--- config.mk ---
export PLATFORM = sky130hd
export DESIGN_NAME = cart_loader_flat
export DESIGN_NICKNAME = d
export VERILOG_FILES = /design/src/rtl/cart_loader_if.sv /design/src/rtl/cart_loader.sv /design/src/flat_wrapper.sv
export SDC_FILE = /design/constraint.sdc
export NUM_CORES = 1
export LEC_CHECK = 0
export ABC_AREA = 1
export BUFFER_PORTS_ARGS = -buffer_cell sky130_fd_sc_hd__buf_2
export CAP_MARGIN = 20
export CORE_MARGIN = 3
export CORE_UTILIZATION = 40
export CTS_CLUSTER_DIAMETER = 40
export CTS_CLUSTER_SIZE = 14
export DETAILED_ROUTE_END_ITERATION = 10
export PLACE_DENSITY = 0.64
export SYNTH_ARGS = -nofsm -noshare
export SYNTH_HDL_FRONTEND = slang
export SYNTH_SLANG_ARGS = --single-unit
--- constraint.sdc ---
create_clock -name clk -period 4 [get_ports clk]
set_input_delay 0.2 -clock clk [delete_from_list [all_inputs] [get_ports clk]]
set_output_delay 0.2 -clock clk [all_outputs]
set_load 0.01 [all_outputs]
--- src/rtl/cart_loader_if.sv ---
// Byte-stream, status and ROM-programming signals of the cartridge loader.
// The master modport is the loader side, the slave modport is the UART/ROM side.
interface cart_loader_if #(
    parameter int ADDR_W = 15
);
    logic              rx_valid;
    logic [7:0]        rx_data;
    logic              rx_ready;
    logic              tx_valid;
    logic [7:0]        tx_data;
    logic              tx_ready;
    logic              prog_we;
    logic              prog_sel;
    logic [ADDR_W-1:0] prog_addr;
    logic [7:0]        prog_data;

    modport master (
        input  rx_valid, rx_data, tx_ready,
        output rx_ready, tx_valid, tx_data,
        output prog_we, prog_sel, prog_addr, prog_data
    );

    modport slave (
        output rx_valid, rx_data, tx_ready,
        input  rx_ready, tx_valid, tx_data,
        input  prog_we, prog_sel, prog_addr, prog_data
    );
endinterface

--- src/rtl/cart_loader.sv ---
// iNES cartridge loader: validates the header, streams PRG then CHR bytes into
// the ROM programming port and reports one status character over UART TX.
module cart_loader #(
    parameter logic [31:0] MAGIC         = 32'h4E45531A,
    parameter int          HDR_LEN       = 16,
    parameter int          PRG_UNIT      = 16384,
    parameter int          CHR_UNIT      = 8192,
    parameter int          MAX_PRG_BANKS = 2,
    parameter int          MAX_CHR_BANKS = 1,
    parameter int          MAPPER_ID     = 0,
    parameter int          ADDR_W        = 15,
    parameter int          TIMEOUT_CYC   = 1000000
) (
    input  logic         clk,
    input  logic         rst,
    input  logic         start,
    cart_loader_if.master bus,
    output logic         busy,
    output logic         cart_ready,
    output logic [7:0]   status,
    output logic [7:0]   prg_banks,
    output logic [7:0]   chr_banks,
    output logic         mirror_v
);
    localparam int LEN_W  = ADDR_W + 1;
    localparam int CNT_W  = $clog2(HDR_LEN);
    localparam int TMO_W  = $clog2(TIMEOUT_CYC + 1);
    localparam int PRG_SH = $clog2(PRG_UNIT);
    localparam int CHR_SH = $clog2(CHR_UNIT);

    localparam logic [7:0] CODE_S = 8'h53;
    localparam logic [7:0] CODE_F = 8'h46;
    localparam logic [7:0] CODE_M = 8'h4D;
    localparam logic [7:0] CODE_T = 8'h54;

    typedef enum logic [2:0] {
        IDLE, HEADER, CHECK, PRG, CHR, REPORT, READY
    } state_t;

    state_t            state_q, state_d;
    logic [CNT_W-1:0]  cnt_q, cnt_d;
    logic [LEN_W-1:0]  offset_q, offset_d;
    logic [TMO_W-1:0]  tmo_q, tmo_d;
    logic [7:0]        status_q, status_d;
    logic [7:0]        prg_banks_q, prg_banks_d;
    logic [7:0]        chr_banks_q, chr_banks_d;
    logic              mirror_q, mirror_d;
    logic              trainer_q, trainer_d;
    logic [3:0]        map_lo_q, map_lo_d;
    logic [3:0]        map_hi_q, map_hi_d;
    logic              prog_we_q, prog_we_d;
    logic              prog_sel_q, prog_sel_d;
    logic [ADDR_W-1:0] prog_addr_q, prog_addr_d;
    logic [7:0]        prog_data_q, prog_data_d;

    logic             rx_ready;
    logic             accept;
    logic             tmo_hit;
    logic [7:0]       magic_byte;
    logic [LEN_W-1:0] prg_len;
    logic [LEN_W-1:0] chr_len;
    logic             bad_image;

    assign rx_ready = (state_q == HEADER) || (state_q == PRG) || (state_q == CHR);
    assign accept   = bus.rx_valid && rx_ready;
    assign tmo_hit  = (tmo_q == TMO_W'(TIMEOUT_CYC - 1));
    assign prg_len  = LEN_W'(prg_banks_q) << PRG_SH;
    assign chr_len  = LEN_W'(chr_banks_q) << CHR_SH;

    assign bad_image = (prg_banks_q == 8'd0)
                    || (prg_banks_q > 8'(MAX_PRG_BANKS))
                    || (chr_banks_q > 8'(MAX_CHR_BANKS))
                    || trainer_q
                    || ({map_hi_q, map_lo_q} != 8'(MAPPER_ID));

    always_comb begin
        magic_byte = MAGIC[31:24];
        case (cnt_q[1:0])
            2'd1:    magic_byte = MAGIC[23:16];
            2'd2:    magic_byte = MAGIC[15:8];
            2'd3:    magic_byte = MAGIC[7:0];
            default: magic_byte = MAGIC[31:24];
        endcase
    end

    always_comb begin
        state_d     = state_q;
        cnt_d       = cnt_q;
        offset_d    = offset_q;
        tmo_d       = tmo_q;
        status_d    = status_q;
        prg_banks_d = prg_banks_q;
        chr_banks_d = chr_banks_q;
        mirror_d    = mirror_q;
        trainer_d   = trainer_q;
        map_lo_d    = map_lo_q;
        map_hi_d    = map_hi_q;
        prog_we_d   = 1'b0;
        prog_sel_d  = prog_sel_q;
        prog_addr_d = prog_addr_q;
        prog_data_d = prog_data_q;

        case (state_q)
            IDLE, READY: begin
                if (start) begin
                    state_d = HEADER;
                    cnt_d   = '0;
                    tmo_d   = '0;
                end
            end
            HEADER: begin
                if (accept) begin
                    tmo_d = '0;
                    cnt_d = cnt_q + CNT_W'(1);
                    if ((cnt_q < CNT_W'(4)) && (bus.rx_data != magic_byte)) begin
                        state_d  = REPORT;
                        status_d = CODE_F;
                    end else begin
                        case (cnt_q)
                            CNT_W'(4): prg_banks_d = bus.rx_data;
                            CNT_W'(5): chr_banks_d = bus.rx_data;
                            CNT_W'(6): begin
                                mirror_d  = bus.rx_data[0];
                                trainer_d = bus.rx_data[2];
                                map_lo_d  = bus.rx_data[7:4];
                            end
                            CNT_W'(7): map_hi_d = bus.rx_data[7:4];
                            default: ;
                        endcase
                        if (cnt_q == CNT_W'(HDR_LEN - 1))
                            state_d = CHECK;
                    end
                end else if (tmo_hit) begin
                    state_d  = REPORT;
                    status_d = CODE_T;
                end else begin
                    tmo_d = tmo_q + TMO_W'(1);
                end
            end
            CHECK: begin
                if (bad_image) begin
                    state_d  = REPORT;
                    status_d = CODE_M;
                end else begin
                    state_d  = PRG;
                    offset_d = '0;
                    tmo_d    = '0;
                end
            end
            // PRG and CHR share the write path; the region select and length differ
            PRG, CHR: begin
                if (accept) begin
                    tmo_d       = '0;
                    prog_we_d   = 1'b1;
                    prog_sel_d  = (state_q == CHR);
                    prog_addr_d = offset_q[ADDR_W-1:0];
                    prog_data_d = bus.rx_data;
                    offset_d    = offset_q + LEN_W'(1);
                    if (state_q == PRG && offset_q == prg_len - LEN_W'(1)) begin
                        if (chr_banks_q == 8'd0) begin
                            state_d  = REPORT;
                            status_d = CODE_S;
                        end else begin
                            state_d  = CHR;
                            offset_d = '0;
                        end
                    end else if (state_q == CHR && offset_q == chr_len - LEN_W'(1)) begin
                        state_d  = REPORT;
                        status_d = CODE_S;
                    end
                end else if (tmo_hit) begin
                    state_d  = REPORT;
                    status_d = CODE_T;
                end else begin
                    tmo_d = tmo_q + TMO_W'(1);
                end
            end
            REPORT: begin
                if (bus.tx_ready)
                    state_d = (status_q == CODE_S) ? READY : IDLE;
            end
            default: state_d = IDLE;
        endcase
    end

    always_ff @(posedge clk or negedge rst) begin
        if (!rst) begin
            state_q     <= IDLE;
            cnt_q       <= '0;
            offset_q    <= '0;
            tmo_q       <= '0;
            status_q    <= '0;
            prg_banks_q <= '0;
            chr_banks_q <= '0;
            mirror_q    <= 1'b0;
            trainer_q   <= 1'b0;
            map_lo_q    <= '0;
            map_hi_q    <= '0;
            prog_we_q   <= 1'b0;
            prog_sel_q  <= 1'b0;
            prog_addr_q <= '0;
            prog_data_q <= '0;
        end else begin
            state_q     <= state_d;
            cnt_q       <= cnt_d;
            offset_q    <= offset_d;
            tmo_q       <= tmo_d;
            status_q    <= status_d;
            prg_banks_q <= prg_banks_d;
            chr_banks_q <= chr_banks_d;
            mirror_q    <= mirror_d;
            trainer_q   <= trainer_d;
            map_lo_q    <= map_lo_d;
            map_hi_q    <= map_hi_d;
            prog_we_q   <= prog_we_d;
            prog_sel_q  <= prog_sel_d;
            prog_addr_q <= prog_addr_d;
            prog_data_q <= prog_data_d;
        end
    end

    assign bus.rx_ready  = rx_ready;
    assign bus.tx_valid  = (state_q == REPORT);
    assign bus.tx_data   = (state_q == REPORT) ? status_q : 8'h00;
    assign bus.prog_we   = prog_we_q;
    assign bus.prog_sel  = prog_sel_q;
    assign bus.prog_addr = prog_addr_q;
    assign bus.prog_data = prog_data_q;

    assign busy       = (state_q == HEADER) || (state_q == PRG) || (state_q == CHR)
                     || (state_q == REPORT);
    assign cart_ready = (state_q == READY);
    assign status     = status_q;
    assign prg_banks  = prg_banks_q;
    assign chr_banks  = chr_banks_q;
    assign mirror_v   = mirror_q;
endmodule

--- src/flat_wrapper.sv ---
// flat-port wrapper written by rule: the top's interface ports become plain ports
module cart_loader_flat 
#(
    parameter logic [31:0] MAGIC         = 32'h4E45531A,
    parameter int          HDR_LEN       = 16,
    parameter int          PRG_UNIT      = 16384,
    parameter int          CHR_UNIT      = 8192,
    parameter int          MAX_PRG_BANKS = 2,
    parameter int          MAX_CHR_BANKS = 1,
    parameter int          MAPPER_ID     = 0,
    parameter int          ADDR_W        = 15,
    parameter int          TIMEOUT_CYC   = 1000000
)
  (clk, rst, start, busy, cart_ready, status, prg_banks, chr_banks, mirror_v, bus_rx_valid, bus_rx_data, bus_tx_ready, bus_rx_ready, bus_tx_valid, bus_tx_data, bus_prog_we, bus_prog_sel, bus_prog_addr, bus_prog_data);
  cart_loader_if #(.ADDR_W(ADDR_W)) bus_i ();
  input  logic clk;
  input  logic rst;
  input  logic start;
  output logic busy;
  output logic cart_ready;
  output logic [7:0] status;
  output logic [7:0] prg_banks;
  output logic [7:0] chr_banks;
  output logic mirror_v;
  input wire logic [$bits(bus_i.rx_valid)-1:0] bus_rx_valid;
  input wire logic [$bits(bus_i.rx_data)-1:0] bus_rx_data;
  input wire logic [$bits(bus_i.tx_ready)-1:0] bus_tx_ready;
  output wire logic [$bits(bus_i.rx_ready)-1:0] bus_rx_ready;
  output wire logic [$bits(bus_i.tx_valid)-1:0] bus_tx_valid;
  output wire logic [$bits(bus_i.tx_data)-1:0] bus_tx_data;
  output wire logic [$bits(bus_i.prog_we)-1:0] bus_prog_we;
  output wire logic [$bits(bus_i.prog_sel)-1:0] bus_prog_sel;
  output wire logic [$bits(bus_i.prog_addr)-1:0] bus_prog_addr;
  output wire logic [$bits(bus_i.prog_data)-1:0] bus_prog_data;
  assign bus_i.rx_valid = bus_rx_valid;
  assign bus_i.rx_data = bus_rx_data;
  assign bus_i.tx_ready = bus_tx_ready;
  assign bus_rx_ready = bus_i.rx_ready;
  assign bus_tx_valid = bus_i.tx_valid;
  assign bus_tx_data = bus_i.tx_data;
  assign bus_prog_we = bus_i.prog_we;
  assign bus_prog_sel = bus_i.prog_sel;
  assign bus_prog_addr = bus_i.prog_addr;
  assign bus_prog_data = bus_i.prog_data;
  cart_loader #(.MAGIC(MAGIC), .HDR_LEN(HDR_LEN), .PRG_UNIT(PRG_UNIT), .CHR_UNIT(CHR_UNIT), .MAX_PRG_BANKS(MAX_PRG_BANKS), .MAX_CHR_BANKS(MAX_CHR_BANKS), .MAPPER_ID(MAPPER_ID), .ADDR_W(ADDR_W), .TIMEOUT_CYC(TIMEOUT_CYC)) u_core (.clk(clk), .rst(rst), .start(start), .bus(bus_i), .busy(busy), .cart_ready(cart_ready), .status(status), .prg_banks(prg_banks), .chr_banks(chr_banks), .mirror_v(mirror_v));
endmodule
== Yosys cells after proc, flatten, opt, wreduce, memory -nomap -nowiden ==
Index checks and enable logic that the tools add are counted.
W data, S select, Z words.

* Add/subtract/negate cells: 5
* Magnitude comparators: 3
* Eq/ne operators: 30
* Mux-type cells: 39
* Bitwise gates (word level): 1
* Reduce and logical (&&, ||, !) cells: 32

{| class="wikitable"
|+ Operators with widths
! kind !! count
|-
| $mux W20 || 4
|-
| $mux W8 || 9
|-
| $mux W16 || 4
|-
| $pmux W20 S3 || 1
|-
| $mux W3 || 11
|-
| $eq A16 B16 Y1 || 2
|-
| $pmux W16 S2 || 1
|-
| $sub A16 B1 Y16 const B || 2
|-
| $pmux W8 S3 || 1
|-
| $reduce_and A4 Y1 || 6
|-
| $pmux W7 S3 || 1
|-
| $add A20 B1 Y20 const B || 1
|-
| $eq A20 B20 Y1 const B || 1
|-
| $add A16 B1 Y16 const B || 1
|-
| $eq A4 B3 Y1 const B || 4
|-
| $logic_not A8 Y1 || 2
|-
| $pmux W3 S5 || 1
|-
| $ne A4 B4 Y1 const B || 3
|-
| $eq A3 B3 Y1 const B || 3
|-
| $eq A8 B7 Y1 const B || 1
|-
| $gt A8 B1 Y1 const B || 1
|-
| $gt A8 B2 Y1 const B || 1
|-
| $mux W4 || 2
|-
| $ne A8 B7 Y1 || 1
|-
| 25 further kinds || 46
|}

* Flip-flop bits (word level): 102
* Bits of input ports: 13
* Logic and storage cells: 125

== Longest topological paths before layout ==
* Depth after elaboration: 7
* Depth in mapped cells: 16
* Gate-level depth less buffers: 16

== Least setup slack after synthesis ==
No wires, ideal clock.

* Path type: register -> register
* Start point: register u_core.cnt_q[0]
* End point: register u_core.status_q[3] (netlist: u_core.status[3])
* Data arrival time: 1720 ps
* Setup slack: 2164 ps
* Stages on the path, launching flop included: 16
* Path buffers: 0
* Clock period less this slack: 1836 ps
* Cell sequence: dfrtp_1 -> inv_1 -> ha_1 -> inv_1 -> nand3_1 -> nand2_1 -> nor2b_1 -> nand3_1 -> nand2_1 -> nand2_1 -> nand2_1 -> inv_2 -> nand2_4 -> inv_2 -> nand2_1 -> nand2_1

* Word-level cells in the longest chain between the ends: 6
* Elaborated cells between the ends (all ways): 9
* Classes of those cells: order compare: 1; eq/ne: 5; mux: 1; reduce/logical: 2

{| class="wikitable"
|+ Ends and longest elaborated chain
! what !! RTL line !! RTL
|-
| start, declared || cart_loader.sv:41 || <nowiki>logic [CNT_W-1:0] cnt_q, cnt_d;</nowiki>
|-
| start signal, assigned || cart_loader.sv:205 || <nowiki>cnt_q <= cnt_d;</nowiki>
|-
| $eq A2 B2 Y1 or $eq A2 B1 Y1 (tied branches) || cart_loader.sv:78 || <nowiki>case (cnt_q[1:0])</nowiki>
|-
| $pmux W7 S3 || cart_loader.sv:78 ||
|-
| $ne A8 B7 Y1 || cart_loader.sv:115 || <nowiki>if ((cnt_q < CNT_W'(4)) && (bus.rx_data != magic_byte)) begin</nowiki>
|-
| $logic_and A1 B1 Y1 * || cart_loader.sv:115 ||
|-
| $ne A3 B3 Y1 (no line) * || n/a ||
|-
| $reduce_and A5 Y1 (no line) * || n/a ||
|-
| end signal, assigned || cart_loader.sv:208 || <nowiki>status_q <= status_d;</nowiki>
|-
| end, declared || cart_loader.sv:44 || <nowiki>logic [7:0] status_q, status_d;</nowiki>
|}

Mark *: on every way between the ends. The rest lies on a longest branch, timed or not.
A chain may end at the register's enable or synchronous reset.

== Final worst setup path ==
* Start point: register u_core.chr_banks_q[0] (netlist: u_core.chr_banks[0])
* End point: register u_core.offset_q[7]

* Word-level cells in the longest chain between the ends: 6
* Elaborated cells between the ends (all ways): 11
* Classes of those cells: order compare: 1; eq/ne: 1; mux: 4; reduce/logical: 5

{| class="wikitable"
|+ Ends and longest elaborated chain
! what !! RTL line !! RTL
|-
| start, declared || cart_loader.sv:46 || <nowiki>logic [7:0] chr_banks_q, chr_banks_d;</nowiki>
|-
| start signal, assigned || cart_loader.sv:210 || <nowiki>chr_banks_q <= chr_banks_d;</nowiki>
|-
| $gt A8 B1 Y1 || cart_loader.sv:72 || <nowiki>|| (chr_banks_q > 8'(MAX_CHR_BANKS))</nowiki>
|-
| $logic_or A1 B1 Y1 || cart_loader.sv:72 ||
|-
| $logic_or A1 B1 Y1 || cart_loader.sv:73 || <nowiki>|| trainer_q</nowiki>
|-
| $logic_or A1 B1 Y1 || cart_loader.sv:74 || <nowiki>|| ({map_hi_q, map_lo_q} != 8'(MAPPER_ID));</nowiki>
|-
| $ne A2 B2 Y1 (no line) || n/a ||
|-
| $reduce_and A3 Y1 (no line) || n/a ||
|-
| end signal, assigned || cart_loader.sv:206 || <nowiki>offset_q <= offset_d;</nowiki>
|-
| end, declared || cart_loader.sv:42 || <nowiki>logic [LEN_W-1:0] offset_q, offset_d;</nowiki>
|}

Parallel ways exist; a longest one is shown, timed or not. The select of a mux whose other input is x is not followed.

==> summary.txt <==
CTS
  – Hold buffer count at CTS: 0
  – H-tree levels: 3
  – CTS Buffer Depth: 2
  – Cts repair resizes: 0
  – Clk_lat worst skew: 360 ps
  – Clock sinks: 102
  – Cts bufs inserted: 9
  – Setup Buffers After CTS: 0
  – Clock root cell: clkbuf_16
  – CTS tree: yes
  – Clk slew on worst S/H paths: 70 ps

Synthesis
  – Yosys cell types: 45
  – Seq/Total Area, Yosys: 44.8%
  – Post-Syn Nets: 757
  – Cell count after synthesis: 731
  – Syn. warnings: 0
  – Yosys reg bits: 102
  – Top cell type's share of synthesized area: 44.8%
  – Ranking of synthesized cells by area: dfrtp_1 45%, nand2_1 12%, inv_1 5.4%
  – Synth Cell Area: 5700 um^2
  – Largest area contributor in the netlist: dfrtp_1
  – Avg Inst Size Synth: 7.79 um^2

Drt
  – Drt initial violations: 360
  – Vias/cell: 5.04
  – Via Count: 4,953
  – # DRC: 0
  – Final WL: 13.8 mm
  – DRT Pass-1 Iters: 5
  – Antenna-violating nets left: 0
  – Avg WL per Cell: 14.0 um

Die
  – Die area: 15,700 um^2
  – Initial Util: 42.0%
  – FP Rows: 42
  – Core Area: 13,600 um^2
  – Die Span Y: 125 um
  – DIE WIDTH: 125 um
  – I/O pin total: 75

Cells and area
  – # diodes: 0
  – Multi-input logic area: 2690 um^2
  – Layout Cells excl Fill: 982
  – Nets: 827
  – Synth-to-Final Area Change: 14.3%
  – Commonest non-fill, non-tap cells in the layout: 187 x nand2_1, 102 x dfrtp_1, 82 x inv_1
  – Share of cells above drive strength 1: 16.9%
  – Fillers: 1,349
  – Register Area: 2550 um^2
  – Commonest non-fill, non-tap cell in the layout: nand2_1

Place
  – Placed cell count: 966
  – GPL Wtd Cong: 0.870
  – Hpwl dp: 10.3 mm
  – Port buffer count: 74

Global route
  – Number of global-route vias before repair: 4,789
  – Remaining Overflow, GRT: 0
  – Total track usage: 18.5%
  – Initial antenna violation count: 0
  – First-pass GRT wire length: 24.0 mm
  – Largest net degree at the start of global routing: 73

Setup path
  – Setup crit end kind: flip-flop
  – Worst-path fanout max: 15
  – Crit-path max cell delay: 430 ps
  – Cells along the critical path: inv_1 -> ha_1 -> nor2_1 -> nor2_1 -> nand3_1 -> nor2_1 -> nand2_1 -> nand2_1 -> nand2_1 -> inv_2 -> nand2_1 -> xor2_1 -> nor2_1
  – Worst Path Arrival: 2640 ps
  – Start point of the critical path: u_core.chr_banks[0]
  – Crit Path Class: reg -> reg
  – R2r startpoint: u_core.chr_banks[0]
  – Critical path required time: 4230 ps
  – Kind of start point of the critical path: flip-flop
  – Critical Path Slowest Stage Cell: dfrtp_1

Flow run
  – MaxCap Viol Count: 0

Run status
  – Status: complete, but fails checks
  – Violated checks: hold timing

Timing
  – Worst Hold Slack: -21.8 ps
  – Worst-Margin Slew: 911 ps
  – Max Clk Rate: 0.415 GHz
  – Final setup vio count: 0
  – TNS Setup: 0 ps
  – Max transition margin: 39.2%
  – Fin. Hold Viols: 38
  – Tcrit/Tclk final: 60.3%
  – Unrepaired setup endpoints after global routing: no
  – Post-layout min period: 2410 ps
  – Pins Over Slew Limit: 0
  – Clock Skews: 9.59 ps

Power and ir drop
  – Power per cell area: 611 nW/um^2
  – Tot Pwr: 3980 uW
  – Worst IR Drop VDD: 0.326 mV
  – Pleak: 0.00322 uW

Hold path
  – HP Class: in -> async
==> flip-flops by register name, indices dropped and copies added (netlist names) <==
| register | flops |
|---|---|
| u_core.mirror_v | 1 |
| u_core.bus.prog_we | 1 |
| u_core.map_lo_q | 4 |
| u_core.trainer_q | 1 |
| u_core.bus.prog_sel | 1 |
| u_core.chr_banks | 8 |
| u_core.bus.prog_data | 8 |
| u_core.state_q | 3 |
| u_core.status | 8 |
| u_core.prg_banks | 8 |
| u_core.offset_q | 16 |
| u_core.tmo_q | 20 |
| u_core.bus.prog_addr | 15 |
| u_core.map_hi_q | 4 |
| u_core.cnt_q | 4 |
==> cells by family (layout without fill, tap and decap cells) <==
family	after synthesis	count (layout)	share of synthesized area [%]
AOI/OAI and AO/OA	108	108	10.3
xor gates and xnor gates	22	22	3.38
adders and majority gates	13	13	2.85
buffers and inverters	111	186	7.97
DFF	102	102	44.8
and+or+nand+nor	375	375	30.7
==> Yosys cell counts (all sizes together) <==
master   number
and2          2
nor3         26
dfrtp       102
nand3b        1
o21ai        82
o32ai         3
xor2         20
and3          1
clkbuf        3
ha           13
buf          13
xnor2         2
inv          94
o22ai         1
o2111ai       1
o41ai         1
nor3b         2
nand4        19
clkinv        1
o31ai         2
nand3        45
a31o          2
a31oi         2
nor2b         1
nor2         79
or2           2
nand2       196
a21oi        13
nor4          1
o211ai        1
==> metal layers <==
| layer | wire length (um) | GRT usage [%] | up-vias |
|---|---|---|---|
| li1 | - | - | 2510 |
| met1 | 6460 | 25.1 | 2313 |
| met2 | 6510 | 30.1 | 109 |
| met3 | 580 | 3.97 | 21 |
| met4 | 233 | 5.29 | 0 |
| met5 | 0 | 0 | - |
==> stage by stage <==
step           utilization [%]  setup WS, ps  area [um^2]  hold WS [ps]
2_1_floorplan                -          2160         5700         -95.6
3_3_place_gp              45.8          1660         6200           406
3_5_place_dp              45.8          1630         6200           402
5_1_grt                   48.0          1330         6510          61.5
6_report                  48.0          1590         6510         -21.8
4_1_cts                   48.0          1600         6510          13.4
==> final cells by class <==
class / instances / area share (%)
repair buffers: 75 / 5.84
inverters: 95 / 5.54
clock inverters: 6 / 1.17
well taps: 176 / 3.38
flip-flops and latches: 102 / 39.2
multi-input cells: 518 / 41.3
clock buffers: 10 / 3.52
==> final timing paths <==
check                      slack (ps)                      end  cells past startpoint
min reg2reg                       480  u_core.bus.prog_addr[7]                      2
max reg2reg                      1590       u_core.offset_q[7]                     13
min in group clk                  180      u_core.prg_banks[1]                      3
min                               -20  u_core.bus.prog_addr[5]                      1
max                              1590       u_core.offset_q[7]                     13
max in group asynchronous        3090      u_core.prg_banks[0]                      2
==> power by group <==
part           switching [uW]  internal (uW)
sequential                210           1290
combinational            1050            511
clock                     411            498
total                    1680           2300
==> critical path, delay by kind of cell, from the launching register on <==
family	cells	cell delay, ps
simple gates	9	1080
fa+ha+maj	1	190
flops	1	430
xor+xnor	1	140
buf+inv	2	440
Power figures use the tool's default switching activity.
